$ cat config.mk
export PLATFORM = sky130hd
export DESIGN_NAME = key_remap_decoder
export DESIGN_NICKNAME = d
export VERILOG_FILES = /design/src/rtl/key_remap_decoder.sv
export SDC_FILE = /design/constraint.sdc
export NUM_CORES = 1
export LEC_CHECK = 0
export ABC_CLOCK_PERIOD_IN_PS = 2300
export CORE_AREA = 2 2 57 59
export CTS_CLUSTER_DIAMETER = 80
export CTS_CLUSTER_SIZE = 16
export DETAILED_ROUTE_END_ITERATION = 7
export DIE_AREA = 0 0 59 61
export GPL_ROUTABILITY_DRIVEN = 1
export GPL_TIMING_DRIVEN = 0
export PLACE_DENSITY = 0.77
export SLEW_MARGIN = 5
export SYNTH_ARGS = -nofsm -noshare
export SYNTH_HDL_FRONTEND = slang
export SYNTH_SLANG_ARGS = --single-unit
$ cat constraint.sdc
create_clock -name clk -period 2.3 [get_ports clk]
set_input_delay 0.345 -clock clk [delete_from_list [all_inputs] [get_ports clk]]
set_output_delay 0.345 -clock clk [all_outputs]
set_load 0.02 [all_outputs]
$ cat src/rtl/key_remap_decoder.sv
// Play-mode key front end: synchronize, debounce, decode against the seven
// programmed key masks and drive note_out / note_valid / note_active.
// Optional debounce stage enabled by defining KEY_REMAP_DEBOUNCE_EN.
module key_remap_decoder #(
  parameter int DEBOUNCE_CYCLES = 200000
) (
  input  logic       clk,
  input  logic       reset,
  input  logic       enable,
  input  logic [6:0] key_in,
  input  logic [6:0] key_mapping_0,
  input  logic [6:0] key_mapping_1,
  input  logic [6:0] key_mapping_2,
  input  logic [6:0] key_mapping_3,
  input  logic [6:0] key_mapping_4,
  input  logic [6:0] key_mapping_5,
  input  logic [6:0] key_mapping_6,
  output logic [3:0] note_out,
  output logic       note_valid,
  output logic       note_active
);

  typedef enum logic [1:0] {
    IDLE    = 2'd0,
    PLAYING = 2'd1,
    GAP     = 2'd2
  } state_t;

  if (DEBOUNCE_CYCLES < 2) begin : g_bad_debounce
    $error("DEBOUNCE_CYCLES must be at least 2");
  end

  logic [6:0] sync1_r;
  logic [6:0] s_r;
  logic [6:0] deb_s;
  logic [6:0] hit_s;
  logic [3:0] dec_s;
  state_t     state_r;
  state_t     state_s;
  logic [3:0] note_s;
  logic [3:0] pend_r;
  logic [3:0] pend_s;
  logic       valid_s;

  // Two-flop synchronizer for the asynchronous key switches
  always_ff @(posedge clk or posedge reset) begin
    if (reset) begin
      sync1_r <= 7'd0;
      s_r     <= 7'd0;
    end else begin
      sync1_r <= key_in;
      s_r     <= sync1_r;
    end
  end

`ifdef KEY_REMAP_DEBOUNCE_EN
  localparam int CNT_W = (DEBOUNCE_CYCLES > 2) ? $clog2(DEBOUNCE_CYCLES) : 1;
  localparam logic [CNT_W-1:0] CNT_MAX = CNT_W'(DEBOUNCE_CYCLES - 1);

  logic [6:0]       cand_r;
  logic [CNT_W-1:0] cnt_r;
  logic [6:0]       deb_r;

  // Stability counter: any change of s restarts it; saturates at CNT_MAX
  always_ff @(posedge clk or posedge reset) begin
    if (reset) begin
      cand_r <= 7'd0;
      cnt_r  <= '0;
      deb_r  <= 7'd0;
    end else begin
      cand_r <= s_r;
      if (s_r != cand_r) begin
        cnt_r <= '0;
      end else if (cnt_r != CNT_MAX) begin
        cnt_r <= cnt_r + CNT_W'(1);
      end else begin
        cnt_r <= cnt_r;
      end
      if (cnt_r == CNT_MAX) begin
        deb_r <= cand_r;
      end else begin
        deb_r <= deb_r;
      end
    end
  end

  assign deb_s = deb_r;
`else
  assign deb_s = s_r;
`endif

  // An all-zero mask can never produce a hit
  assign hit_s[0] = |(deb_s & key_mapping_0);
  assign hit_s[1] = |(deb_s & key_mapping_1);
  assign hit_s[2] = |(deb_s & key_mapping_2);
  assign hit_s[3] = |(deb_s & key_mapping_3);
  assign hit_s[4] = |(deb_s & key_mapping_4);
  assign hit_s[5] = |(deb_s & key_mapping_5);
  assign hit_s[6] = |(deb_s & key_mapping_6);

  // Lowest-numbered hitting mapping wins
  always_comb begin
    dec_s = 4'd0;
    casez (hit_s)
      7'b??????1: dec_s = 4'd1;
      7'b?????10: dec_s = 4'd2;
      7'b????100: dec_s = 4'd3;
      7'b???1000: dec_s = 4'd4;
      7'b??10000: dec_s = 4'd5;
      7'b?100000: dec_s = 4'd6;
      7'b1000000: dec_s = 4'd7;
      default:    dec_s = 4'd0;
    endcase
  end

  // Playback FSM next-state and next-output logic
  always_comb begin
    state_s = state_r;
    note_s  = note_out;
    pend_s  = pend_r;
    valid_s = 1'b0;
    case (state_r)
      IDLE: begin
        if (enable && (dec_s != 4'd0)) begin
          state_s = PLAYING;
          note_s  = dec_s;
          valid_s = 1'b1;
        end else begin
          state_s = IDLE;
          note_s  = 4'd0;
        end
      end
      PLAYING: begin
        if (!enable || (dec_s == 4'd0)) begin
          state_s = IDLE;
          note_s  = 4'd0;
        end else if (dec_s != note_out) begin
          state_s = GAP;
          pend_s  = dec_s;
          note_s  = 4'd0;
        end else begin
          state_s = PLAYING;
          note_s  = note_out;
        end
      end
      GAP: begin
        // pend is informational only; the live decode decides the new note
        if (!enable || (dec_s == 4'd0)) begin
          state_s = IDLE;
          note_s  = 4'd0;
        end else begin
          state_s = PLAYING;
          note_s  = dec_s;
          valid_s = 1'b1;
        end
      end
      default: begin
        state_s = IDLE;
        note_s  = 4'd0;
      end
    endcase
  end

  // State and registered outputs
  always_ff @(posedge clk or posedge reset) begin
    if (reset) begin
      state_r     <= IDLE;
      pend_r      <= 4'd0;
      note_out    <= 4'd0;
      note_valid  <= 1'b0;
      note_active <= 1'b0;
    end else begin
      state_r     <= state_s;
      pend_r      <= pend_s;
      note_out    <= note_s;
      note_valid  <= valid_s;
      note_active <= (state_s == PLAYING);
    end
  end

endmodule

# ---- Word level (Yosys, flattened, before mapping)
# Index checks and enable logic that the tools add are counted.
dict set report totals {
  register_bits 22
  inputBits 59
  wordCells 51
  out_inout_bits 6
}
dict set report op_classes {
  mux 14
  n_eq_ne 11
  n_bitwise 7
  n_reduce_logical 13
}
# operator n
set op_table {}
lappend op_table {{$and 7x7->7} 7}
lappend op_table {{$reduce_or 7->1} 7}
lappend op_table {{$pmux 3 s7} 1}
lappend op_table {{$pmux 4 s3} 1}
lappend op_table {{$mux 4} 2}
lappend op_table {{$eq 7x7->1 const B} 1}
lappend op_table {{$eq 6x6->1 const B} 1}
lappend op_table {{$mux 3} 2}
lappend op_table {{$pmux 2 s3} 1}
lappend op_table {{$eq 5x5->1 const B} 1}
lappend op_table {{$eq 2x1->1 const B} 2}
lappend op_table {{$eq 2x2->1 const B} 2}
lappend op_table {{$eq 4x4->1 const B} 1}
lappend op_table {{$logic_not 4->1} 1}
lappend op_table {{$mux 1} 4}
lappend op_table {{$mux 2} 2}
lappend op_table {{$ne 4x4->1} 1}
lappend op_table {{$reduce_bool 4->1} 1}
lappend op_table {{$eq 3x3->1 const B} 1}
lappend op_table {{$ne 3x3->1 const B} 1}
lappend op_table {{$logic_not 2->1} 1}
lappend op_table {{$pmux 1 s2} 1}
lappend op_table {{$logic_and 1x1->1} 1}
lappend op_table {{$logic_not 1->1} 1}
lappend op_table {{$logic_or 1x1->1} 1}

# ---- Depth between registers and ports, before layout
# Gate-level depths: netlist of the first run.
dict set report depth {
  depth_word 9
  ltp_mapped 6
  ltp_nobuf 6
}

# ---- Worst setup path before layout of the first run
# No wires, ideal clock.
dict set report synth_timing {
  path_kind {register to register}
  start {register s_r[2] (netlist: deb_s[2])}
  end {register note_out[1]}
  synth_period_minus_slack_ns 1.942
  path_slack_ns 0.358
  arrival_time_ns 1.807
  t_required_ns 2.165
  path_buffers 0
  path_stages_with_launch 7
  setup_ns 0.135
  path_cell_list {dfrtp_1 a222oi_1 and3_1 nand2_2 or4_4 o211ai_2 o21ai_0}
}
dict set report synth_via {
  elab_chain_cells 8
  word_cells_on_any_way 31
  classes_between {eq/ne (8); mux (5); bitwise (7); reduce/logical (11)}
}
# item line_no
set synth_rtl {}
lappend synth_rtl {{from (decl)} 34} ;# logic [6:0] s_r;
lappend synth_rtl {{from (signal assigned)} 52} ;# s_r <= sync1_r;
lappend synth_rtl {{$and 7x7->7 (tied with other cells)} 93} ;# assign hit_s[0] = |(deb_s & key_mapping_0);
lappend synth_rtl {{$reduce_or 7->1 (tied with other cells)} 93}
lappend synth_rtl {{$eq 7x7->1 (tied with other cells)} 104} ;# casez (hit_s)
lappend synth_rtl {{$pmux 3 s7 *} 104}
lappend synth_rtl {{$logic_not 4->1 / $reduce_bool 4->1 (equally long branches)} {134, 148, 124}}
lappend synth_rtl {{$logic_or 1x1->1 / $logic_and 1x1->1 (equally long branches)} {134, 148, 124}}
lappend synth_rtl {{$mux 3 (tied with other cells)} 148} ;# if (!enable || (dec_s == 4'd0)) begin
lappend synth_rtl {{$pmux 4 s3} 122} ;# case (state_r)
lappend synth_rtl {{to (signal assigned)} 175} ;# note_out <= note_s;
lappend synth_rtl {{to (decl)} 18} ;# output logic [3:0] note_out,
# Mark *: on every way between the ends. The rest lies on a longest branch, timed or not.
# A chain may end at the register's enable or synchronous reset.

# ---- Final worst setup path of the first run
dict set report layout_timing {
  start {register s_r[4] (netlist: deb_s[4])}
  end {register note_out[0]}
}
# The elaborated chain is that of the path after synthesis.

==> flow_summary.json, run 1 <==
{
  "hold_viol": 0,
  "antenna_found_initial": 0,
  "crit_chain": "a222oi_1, and3_1, and4bb_2, or4_4, o211ai_4, o41ai_2",
  "status": "completed",
  "ant_nets": 0,
  "period_needed_ns": 2.190,
  "startpoint": "deb_s[4]$_DFF_PP0_",
  "n_fill_cell": 259,
  "synth-seq-cells": 21,
  "cp-start-kind": "flip-flop",
  "syn_inst": 90,
  "dieHeight_um": 61,
  "synth_area_per_cell_sq_um": 11.39,
  "critPathMaxStageDelay_ns": 0.49,
  "crit_fanout": 7,
  "drt-pass1-iter-count": 4,
  "setup_ws_ns": 0.1101,
  "post-route-period-util_pct": 95.21,
  "path_delay_family": "compound AO/OA/AOI/OAI gates",
  "fmax_mhz": 456.7,
  "path_buf_inv": 0,
  "grt_pass1_vias": 1131,
  "gp_congestion": 0.7704,
  "drt_iter0_drc": 77,
  "place_area_sq_um": 1697,
  "tightest_slew_ns": 0.7214,
  "holdBufCountCts": 0,
  "yosys_warnings": 0,
  "worstSkewPairLatency_ns": 0.30,
  "cts_root_buf": "clkbuf_4",
  "async_reset_ff_share_pct": 100.0,
  "clk_path_buf_depth": 2,
  "drv_cap": 0,
  "io_buffer_count": 63,
  "synth-main-ff-cell": "dfrtp_1",
  "core_sq_um": 2953,
  "tns_ns": 0,
  "min_path_type": "flip-flop to flip-flop",
  "drc": 0,
  "die_w_um": 59,
  "cts_tree": "done",
  "antenna_cells": 0,
  "vias": 1069,
  "ir_worst_vdd_uv": 368.2,
  "p_leak_nw": 0.7065,
  "grt-ovfl-total": 0,
  "synth_nets": 149,
  "synth-edff-count": 0,
  "numCtsBuffers": 3,
  "setup_viol": 0,
  "clk_pin_slew_ns": 0.11,
  "grt_max_degree": 22,
  "ys_seq_area_share_pct": 51.28,
  "grtUsageTotal_pct": 17.78,
  "via_per_inst": 5.568,
  "rr_endpoint": "note_out[0]$_DFFE_PP0P_",
  "crit_path_end_kind": "flip-flop",
  "grt_pass1_wl_mm": 4.754,
  "power_mw": 0.8110,
  "areaGrowthSynthToFinish_pct": 73.38,
  "crit_path_top_delay_cell": "dfrtp_1",
  "r2r_start": "deb_s[4]$_DFF_PP0_",
  "powerDensity_nw_per_um2": 456.4,
  "cts_sinks": 21,
  "crit_path_end": "note_out[0]$_DFFE_PP0P_",
  "critPathKind": "flip-flop to flip-flop",
  "fp-row-count": 20,
  "finalInstanceArea_sq_um": 1777,
  "dp_hpwl_mm": 2.497,
  "critical_path_arrival_ns": 2.39,
  "pre_cts_slack_ns": -0.2757,
  "cp.required_ns": 2.50,
  "worst_clock_skew_ns": 0.001461,
  "die_area_sq_um": 3599,
  "final_nets": 219,
  "cts-htree-levels": 1,
  "r2r_slack_ns": 0.11,
  "ys_types": 30,
  "drv_slew": 0,
  "route.detailed.wl_per_inst_um": 16.16,
  "drive_gt1_share_pct": 13.84,
  "slew_headroom_pct": 51.85,
  "crit_cells": 6,
  "worstRegToRegCells": 6,
  "start_util_pct": 34.70,
  "syn_area_sq_um": 1025,
  "routed_wl_mm": 3.102,
  "io_pins": 65
}
==> report_power, final <==
| part | internal, mW | switching (mW) |
|---|---|---|
| clock | 0.0649 | 0.105 |
| combinational | 0.142 | 0.0864 |
| sequential | 0.392 | 0.0211 |
==> cells in the final DEF, fill, tap and decap left out <==
| master | count |
|---|---|
| clkdlybuf4s50_1 | 63 |
| dfrtp_1 | 19 |
| a22oi_1 | 14 |
| nand2_1 | 8 |
| a222oi_1 | 7 |
| nand3_1 | 5 |
| and3_1 | 4 |
| inv_1 | 3 |
| o31ai_1 | 3 |
| buf_4 | 3 |
| clkbuf_4 | 3 |
| o31ai_2 | 2 |
| dfrtp_2 | 2 |
| nand3_2 | 1 |
| and3_2 | 1 |
| nor3b_1 | 1 |
| and4bb_2 | 1 |
| nor2b_1 | 1 |
| nand2_2 | 1 |
| a21boi_1 | 1 |
| a21oi_2 | 1 |
| o32ai_2 | 1 |
| o311a_1 | 1 |
| or4_4 | 1 |
| o211ai_4 | 1 |
| o211ai_1 | 1 |
| a31oi_2 | 1 |
| xor2_2 | 1 |
| nor2_1 | 1 |
| a21boi_0 | 1 |
| o21a_1 | 1 |
| nand3b_1 | 1 |
| o41ai_2 | 1 |
| o21ai_0 | 1 |
| conb_1 | 1 |
| clkinv_2 | 1 |
==> worst min path at each step <==
| stage | cells past startpoint | slack (ns) | startpoint | to |
|---|---|---|---|---|
| after floorplan | 1 | 0.32 | reset | deb_s[0]$_DFF_PP0_ |
| after global placement | 0 | 0.33 | sync1_r[6]$_DFF_PP0_ | deb_s[6]$_DFF_PP0_ |
| after detailed placement | 0 | 0.34 | sync1_r[4]$_DFF_PP0_ | deb_s[4]$_DFF_PP0_ |
| after global routing | 0 | 0.37 | sync1_r[5]$_DFF_PP0_ | deb_s[5]$_DFF_PP0_ |
| after CTS | 0 | 0.36 | sync1_r[5]$_DFF_PP0_ | deb_s[5]$_DFF_PP0_ |
| final | 0 | 0.36 | sync1_r[0]$_DFF_PP0_ | deb_s[0]$_DFF_PP0_ |
==> state kept, by name, summed over array words and instances, names as in the netlist <==
name	flops
state_r	2
note_out	3
deb_s	7
sync1_r	7
note_valid	1
note_active	1
==> cells by family (layout without fill, tap and decap cells) <==
family / Yosys count / after routing / synth area share, %
other cells: 1 / 1 / 0.3659
buf+inv: 4 / 73 / 1.832
simple gates: 26 / 26 / 14.41
xor+xnor: 1 / 1 / 0.8549
flops: 21 / 21 / 51.28
compound gates: 37 / 37 / 31.26
==> timing repair <==
item                       CTS  global route
pin swaps                    0             4
setup buffers                0             2
gates resized for setup      1             7
setup endpoints to repair    1             6
==> area by class of cell <==
type / instances / area [sq um] / share of cell area [%]
buffer: 1 / 7.507 / 0.4225
sequential: 21 / 528.0 / 29.72
inverter: 3 / 11.26 / 0.6338
clock buffer: 3 / 22.52 / 1.268
timing repair buffer: 65 / 645.6 / 36.34
multi-input combinational: 65 / 515.5 / 29.01
tap: 33 / 41.29 / 2.324
clock inverter: 1 / 5.005 / 0.2817
==> synth_stat cells (all sizes together), types with 2 or more instances <==
cell type   n  area share (%)
dfrtp      21              51
a22oi      14              10
nand2       9             3.5
a222oi      7             6.8
nand3       6             2.9
and3        5             3.2
o31ai       5             3.7
inv         3             1.1
a21boi      2             1.5
o211ai      2             2.0
==> stage by stage <==
step,hold WS [ns],cells,utilization (%)
after floorplan,0.3215,90,-
after global placement,0.3334,186,57.46
after detailed placement,0.3363,186,57.46
after CTS,0.3604,190,58.64
after global routing,0.3653,192,60.17
final,0.3585,192,60.17
==> per-layer routing <==
metal  global-route usage, %  vias up  part of all wire [%]
li1                        -      509                     -
met1                   18.95      502                    39
met2                   34.44       50                    51
met3                   2.559        8                   7.3
met4                   8.117        0                   2.0
met5                       0        -                     0
(Power assumes the default switching activity.)
==> run 2, diff against run 1 <==
Settings changed: CAP_MARGIN from default to 20.
==> results of run 2 <==
Same layout as run 1: the final DEF is identical, and so are final timing and power.
==> run 3, diff against run 2 <==
Settings changed: ABC_AREA from default to 1, CORE_AREA 2 2 57 59 to 2 2 60 62, DIE_AREA 0 0 59 61 to 0 0 62 64, RECOVER_POWER from default to 100.
==> flow_summary.json, run 3 <==
{
  "synth_fa_ha_area_share_pct": 0,
  "ys_seq_area_share_pct": 42.77,
  "antenna_cells": 0,
  "rsz0062_at_grt": "no",
  "worst_clock_skew_ns": 0.003523,
  "hold_viol": 0,
  "yosys.area.top_type": "dfrtp_1",
  "cts-htree-levels": 1,
  "status": "completed",
  "final_nets": 298,
  "synth.area.top_cells": "dfrtp_1 (43%), nand2_1 (26%), nand2_2 (5.6%), nor2_4 (4.6%), inv_1 (4.3%)",
  "syn_inst": 171,
  "synthMuxAreaShare_pct": 0,
  "numCtsBuffers": 3,
  "cts_root_buf": "clkbuf_4",
  "die_w_um": 62,
  "cts_sinks": 21,
  "drt-pass1-iter-count": 4,
  "crit_fanout": 7,
  "io_pins": 65,
  "die_area_sq_um": 3968,
  "cts_tree": "done",
  "synth-main-ff-cell": "dfrtp_1",
  "grt_max_degree": 22,
  "start_util_pct": 37.41,
  "tightest_slew_ns": 0.7432,
  "drt_iter0_drc": 57,
  "finalInstanceArea_sq_um": 1936,
  "synth_top_family_by_area": "simple AND/OR/NAND/NOR gates",
  "via_per_inst": 4.275,
  "p_leak_nw": 0.9808,
  "post-route-period-util_pct": 83.03,
  "holdWs_ns": 0.3558,
  "synth_area_per_cell_sq_um": 7.185,
  "synthSimpleGateAreaFrac_pct": 48.57,
  "core_sq_um": 3284,
  "clk_path_buf_depth": 2,
  "worstHoldPathCells": 0,
  "route.detailed.wl_per_inst_um": 10.28,
  "routed_wl_mm": 2.920,
  "async_reset_ff_share_pct": 100.0,
  "dieHeight_um": 64,
  "grt-ovfl-total": 0,
  "syn_area_sq_um": 1229,
  "setup_viol": 0,
  "fmax_mhz": 523.6,
  "ys_types": 19,
  "cp.required_ns": 2.50,
  "io_buffer_count": 63,
  "drive_gt1_share_pct": 11.76,
  "layout_commonest_cell": "nand2_1",
  "tns_ns": 0,
  "period_needed_ns": 1.910,
  "clk_pin_slew_ns": 0.10,
  "gp_congestion": 0.8097,
  "crit_path_end_kind": "flip-flop",
  "synth-edff-count": 0,
  "power_mw": 0.8020,
  "fp-row-count": 21,
  "critPathKind": "flip-flop to flip-flop",
  "critical_path_arrival_ns": 2.11,
  "synth.most_common_cell": "nand2_1",
  "min_path_type": "flip-flop to flip-flop",
  "synth-seq-cells": 21,
  "slew_headroom_pct": 50.40,
  "post_cts_buffers": 0,
  "drv_cap": 0,
  "final_cell_mix": "nand2_1 (84), clkdlybuf4s50_1 (50), dfrtp_1 (21)",
  "netlist.area_leader.share_pct": 42.77,
  "dp_hpwl_mm": 2.477,
  "place_area_sq_um": 1917,
  "areaGrowthSynthToFinish_pct": 57.54,
  "powerDensity_nw_per_um2": 414.3,
  "yosys_warnings": 0,
  "grt_pass1_wl_mm": 4.892,
  "drc": 0,
  "cp-start-kind": "flip-flop",
  "synth_xor_area_share_pct": 0,
  "ir_worst_vdd_uv": 375.1,
  "synth_top_cells_by_count": "nand2_1 (84), dfrtp_1 (21), inv_1 (14), nand2_2 (11), nor2_1 (9)",
  "worstRegToRegCells": 11,
  "postCtsResizedCells": 0,
  "worstSkewPairLatency_ns": 0.29,
  "synth_nets": 230,
  "drv_slew": 0,
  "n_fill_cell": 323,
  "grtUsageTotal_pct": 16.08,
  "antenna_found_initial": 0,
  "synth_compound_gate_area_share_pct": 2.240,
  "holdBufCountCts": 0,
  "ant_nets": 0,
  "vias": 1214,
  "grt_pass1_vias": 1184
}
[run 3: changes by cell type after synthesis, moves of 5 or more]
| cell | delta |
|---|---|
| nand2_1 | +76 |
| a222oi_1 | -7 |
| o31ai_1 | -5 |
| a22oi_1 | -14 |
| nor2_4 | +5 |
| nand2_2 | +10 |
| inv_1 | +11 |
| nor2_1 | +8 |
[run 3: cell type report]
type,instances,area (sq um),area share (%)
plain buffers,1,7.507,0.3878
clock buffers,4,26.28,1.357
multi-input cells,131,620.6,32.06
well taps,46,57.56,2.973
flip-flops and latches,21,525.5,27.15
inverters,18,67.56,3.491
repair buffers,63,630.6,32.58
[run 3: critical path, cell delays in order, from the launching register on]
cell and delay (ns):
dfrtp_1 0.48, nand2_1 0.10, nand3_1 0.12, nor3_4 0.20
nand2_2 0.09, nor2_4 0.11, nand2_4 0.07, nand3_1 0.08
nand2_2 0.05, nor2_1 0.22, nand2_2 0.11, o21ai_0 0.19
[run 3: logic make-up after synthesis]
logic type             count (synthesis)
other                                  1
flip-flops                            21
buffers and inverters                 19
AO/OA/AOI/OAI                          5
AND/OR/NAND/NOR                      125
[run 3: path summary, 6_finish.rpt]
check                                startpoint                   end  slack (ns)
max                          deb_s[1]$_DFF_PP0_  state_r[0]$_DFF_PP0_        0.39
min                        sync1_r[5]$_DFF_PP0_    deb_s[5]$_DFF_PP0_        0.36
max reg2reg                  deb_s[1]$_DFF_PP0_  state_r[0]$_DFF_PP0_        0.39
min reg2reg                sync1_r[5]$_DFF_PP0_    deb_s[5]$_DFF_PP0_        0.36
max in group asynchronous                 reset    deb_s[6]$_DFF_PP0_        1.22
min in group asynchronous                 reset    deb_s[0]$_DFF_PP0_        0.61
[run 3: per-stage QoR]
stage / setup slack (ns) / std cells / utilization (%)
after floorplan: 0.7688 / 171 / -
after global placement: 0.3211 / 280 / 58.36
after detailed placement: 0.3035 / 280 / 58.36
after CTS: 0.5389 / 284 / 59.16
after global routing: 0.1866 / 284 / 58.93
final: 0.3902 / 284 / 58.93
[run 3: where the power goes]
group	internal (mW)	total [mW]	leakage, nW	switching [mW]
Clock	0.0673	0.161	0.0150	0.0937
Sequential	0.392	0.412	0.254	0.0206
Combinational	0.131	0.229	0.711	0.0973
[run 3: routing by layer]
metal	wire, um	global-route usage [%]	vias up	part of all wire (%)
li1	-	-	648	-
met1	1244	20.41	522	43
met2	1401	27.21	38	48
met3	213	1.822	6	7.3
met4	61	5.851	0	2.1
met5	0	0	-	0
==> variant, RTL diff (config.mk and constraints of run 2) <==
Register the output `note_out` once more, with the module's reset; this adds one clock of latency there. The other outputs are not delayed to match.
--- a/src/rtl/key_remap_decoder.sv
+++ b/src/rtl/key_remap_decoder.sv
@@ -25,6 +25,8 @@
     PLAYING = 2'd1,
     GAP     = 2'd2
   } state_t;
+
+  logic [3:0] note_s0;
 
   if (DEBOUNCE_CYCLES < 2) begin : g_bad_debounce
     $error("DEBOUNCE_CYCLES must be at least 2");
@@ -116,7 +118,7 @@
   // Playback FSM next-state and next-output logic
   always_comb begin
     state_s = state_r;
-    note_s  = note_out;
+    note_s  = note_s0;
     pend_s  = pend_r;
     valid_s = 1'b0;
     case (state_r)
@@ -134,13 +136,13 @@
         if (!enable || (dec_s == 4'd0)) begin
           state_s = IDLE;
           note_s  = 4'd0;
-        end else if (dec_s != note_out) begin
+        end else if (dec_s != note_s0) begin
           state_s = GAP;
           pend_s  = dec_s;
           note_s  = 4'd0;
         end else begin
           state_s = PLAYING;
-          note_s  = note_out;
+          note_s  = note_s0;
         end
       end
       GAP: begin
@@ -166,17 +168,25 @@
     if (reset) begin
       state_r     <= IDLE;
       pend_r      <= 4'd0;
-      note_out    <= 4'd0;
+      note_s0     <= 4'd0;
       note_valid  <= 1'b0;
       note_active <= 1'b0;
     end else begin
       state_r     <= state_s;
       pend_r      <= pend_s;
-      note_out    <= note_s;
+      note_s0     <= note_s;
       note_valid  <= valid_s;
       note_active <= (state_s == PLAYING);
     end
   end
 
+  always_ff @(posedge clk or posedge reset) begin
+    if (reset) begin
+      note_out <= '0;
+    end else begin
+      note_out <= note_s0;
+    end
+  end
+
 endmodule
 
Formal check against the unedited RTL: not equivalent (Yosys sat finds a counterexample within 4 cycles, from zero or initial values and one cycle with reset high).
==> variant against run 2 <==
The flow now finishes with violations (negative setup slack); combinational power grew 18%; global-route usage rose by 3.0 points; synthesized cell count is 11% higher; sequential cell count is 3 higher; wire length is 17% higher; power is 19% higher; non-clock buffer count grew 11; cell area rose by 12%; clock skew grew 8.5 ps; area after synthesis increased by 12%; worst setup slack got worse by 360 ps; critical path type unchanged; largest cell class unchanged.
==> variant: results (changes against run 2) <==
* First-pass GRT wire length at 5.53 mm (was 4.75 mm)
* Crit path max-delay cell type: o41a_2 (was dfrtp_1)
* # nets final at 238 (was 219)
* Placed Instances at 196 (was 186)
* Total Neg Setup Slack at -1420 ps (was 0 ps)
* Final GP Congestion at 0.828 (was 0.770)
* Avg Inst Size Synth at 11.5 sq um (was 11.4 sq um)
* Routed wire length at 3.62 mm (was 3.10 mm)
* Place WS at -685 ps (was -276 ps)
* Fin cells at 211 (was 192)
* Status: complete, but fails checks (was completed)
* Met1 GRT Util at 0.234 (was 0.190)
* Seq/Total Area, Yosys at 0.523 (was 0.513)
* Commonest cells post-synth: dfrtp_1, a22oi_1, nand3_1, a222oi_1 (was dfrtp_1, a22oi_1, nand2_1, a222oi_1, nand3_1)
* Final setup violation count at 7 (was 0)
* Met3 usage at 0.0341 (was 0.0256)
* Hold Startpoint: sync1_r[2] (was sync1_r[0])
* Fraction of layout cells with a size suffix above 1 at 0.208 (was 0.138)
* Failing checks: negative setup slack
* DP HPWL at 2.63 mm (was 2.50 mm)
* Via count at 1195 (was 1069)
* Met2 GRT Util at 0.384 (was 0.344)
* Net count after synthesis at 159 (was 149)
* DRT iter0 DRCs at 95 (was 77)
* Leak Pwr at 0.000806 uW (was 0.000706 uW)
* Worst Setup SP: deb_s[2] (was deb_s[4])
* Final Worst Setup Slack at -254 ps (was 110 ps)
* Clk_lat worst skew at 320 ps (was 300 ps)
* Distinct cells, synth at 35 (was 30)
* Clock Skew at 9.99 ps (was 1.46 ps)
* GRT Total Usage at 0.207 (was 0.178)
* Routed length on met3 at 258 um (was 227 um)
* Worst VDD drop at 423 uV (was 368 uV)
* Slew headroom at 0.440 (was 0.519)
* Met2 WL at 1.75 mm (was 1.59 mm)
* CP Data Arrival Time at 2790 ps (was 2390 ps)
* CTS max path bufs at 2 (unchanged)
* Pin count of the biggest net entering global routing at 25 (was 22)
* Synth area leaders: dfrtp_1, a22oi_1, a222oi_1 (unchanged)
* Metal-1 WL at 1.54 mm (was 1.22 mm)
* CP Max Fanout at 6 (was 7)
* First-pass iteration count of the detailed router at 8 (was 4)
* Fillers at 233 (was 259)
variant: cell types whose count changed after synthesis, moves of 2 or more:
cell	run 2	this run
nand4_1	0	2
nor2_1	1	4
o41ai_1	0	4
nand3_1	6	8
dfrtp_1	21	24
o31ai_1	5	3
nand2_1	8	1
variant: final timing paths:
path,to,slack (ps),cells after the start
max in group asynchronous,deb_s[0],1250,2
min,deb_s[2],360,0
max,note_s0[1],-250,8
min reg2reg,deb_s[2],360,0
min in group asynchronous,note_out[2],470,2
max reg2reg,note_s0[1],-250,8
variant: area by class of cell:
type	instances	share of cell area
buffer	3	0.0113
timing repair buffer	74	0.358
inverter	4	0.00755
clock buffer	4	0.0182
multi-input combinational	69	0.279
sequential	24	0.305
tap	33	0.0208
variant: cells by family (layout without fill, tap and decap cells):
| family | Yosys count | count (layout) | share of synthesized area |
|---|---|---|---|
| XOR/XNOR | 1 | 1 | 0.00763 |
| flip-flops | 24 | 24 | 0.523 |
| other | 1 | 1 | 0.00327 |
| AO/OA/AOI/OAI | 37 | 37 | 0.270 |
| AND/OR/NAND/NOR | 30 | 30 | 0.162 |
| buffers and inverters | 7 | 85 | 0.0327 |
variant: per-stage QoR:
step,total power [uW],instance area (sq um)
floorplan,580,1150
global placement,722,1820
detailed placement,726,1820
CTS,958,1960
global route,1010,1990
finish,967,1990
variant: report_power, final:
part / internal [uW] / switching [uW] / total, uW
Combinational: 162 / 107 / 269
Clock: 97.0 / 121 / 219
Sequential: 455 / 24.9 / 479
Total: 714 / 253 / 967
variant: repair_timing:
action                     4_1_cts  5_1_grt
cloned                           0        0
setup endpoints to repair        7        7
gates resized for setup          9        5
setup buffers                   10        1
pin swaps                        7        1
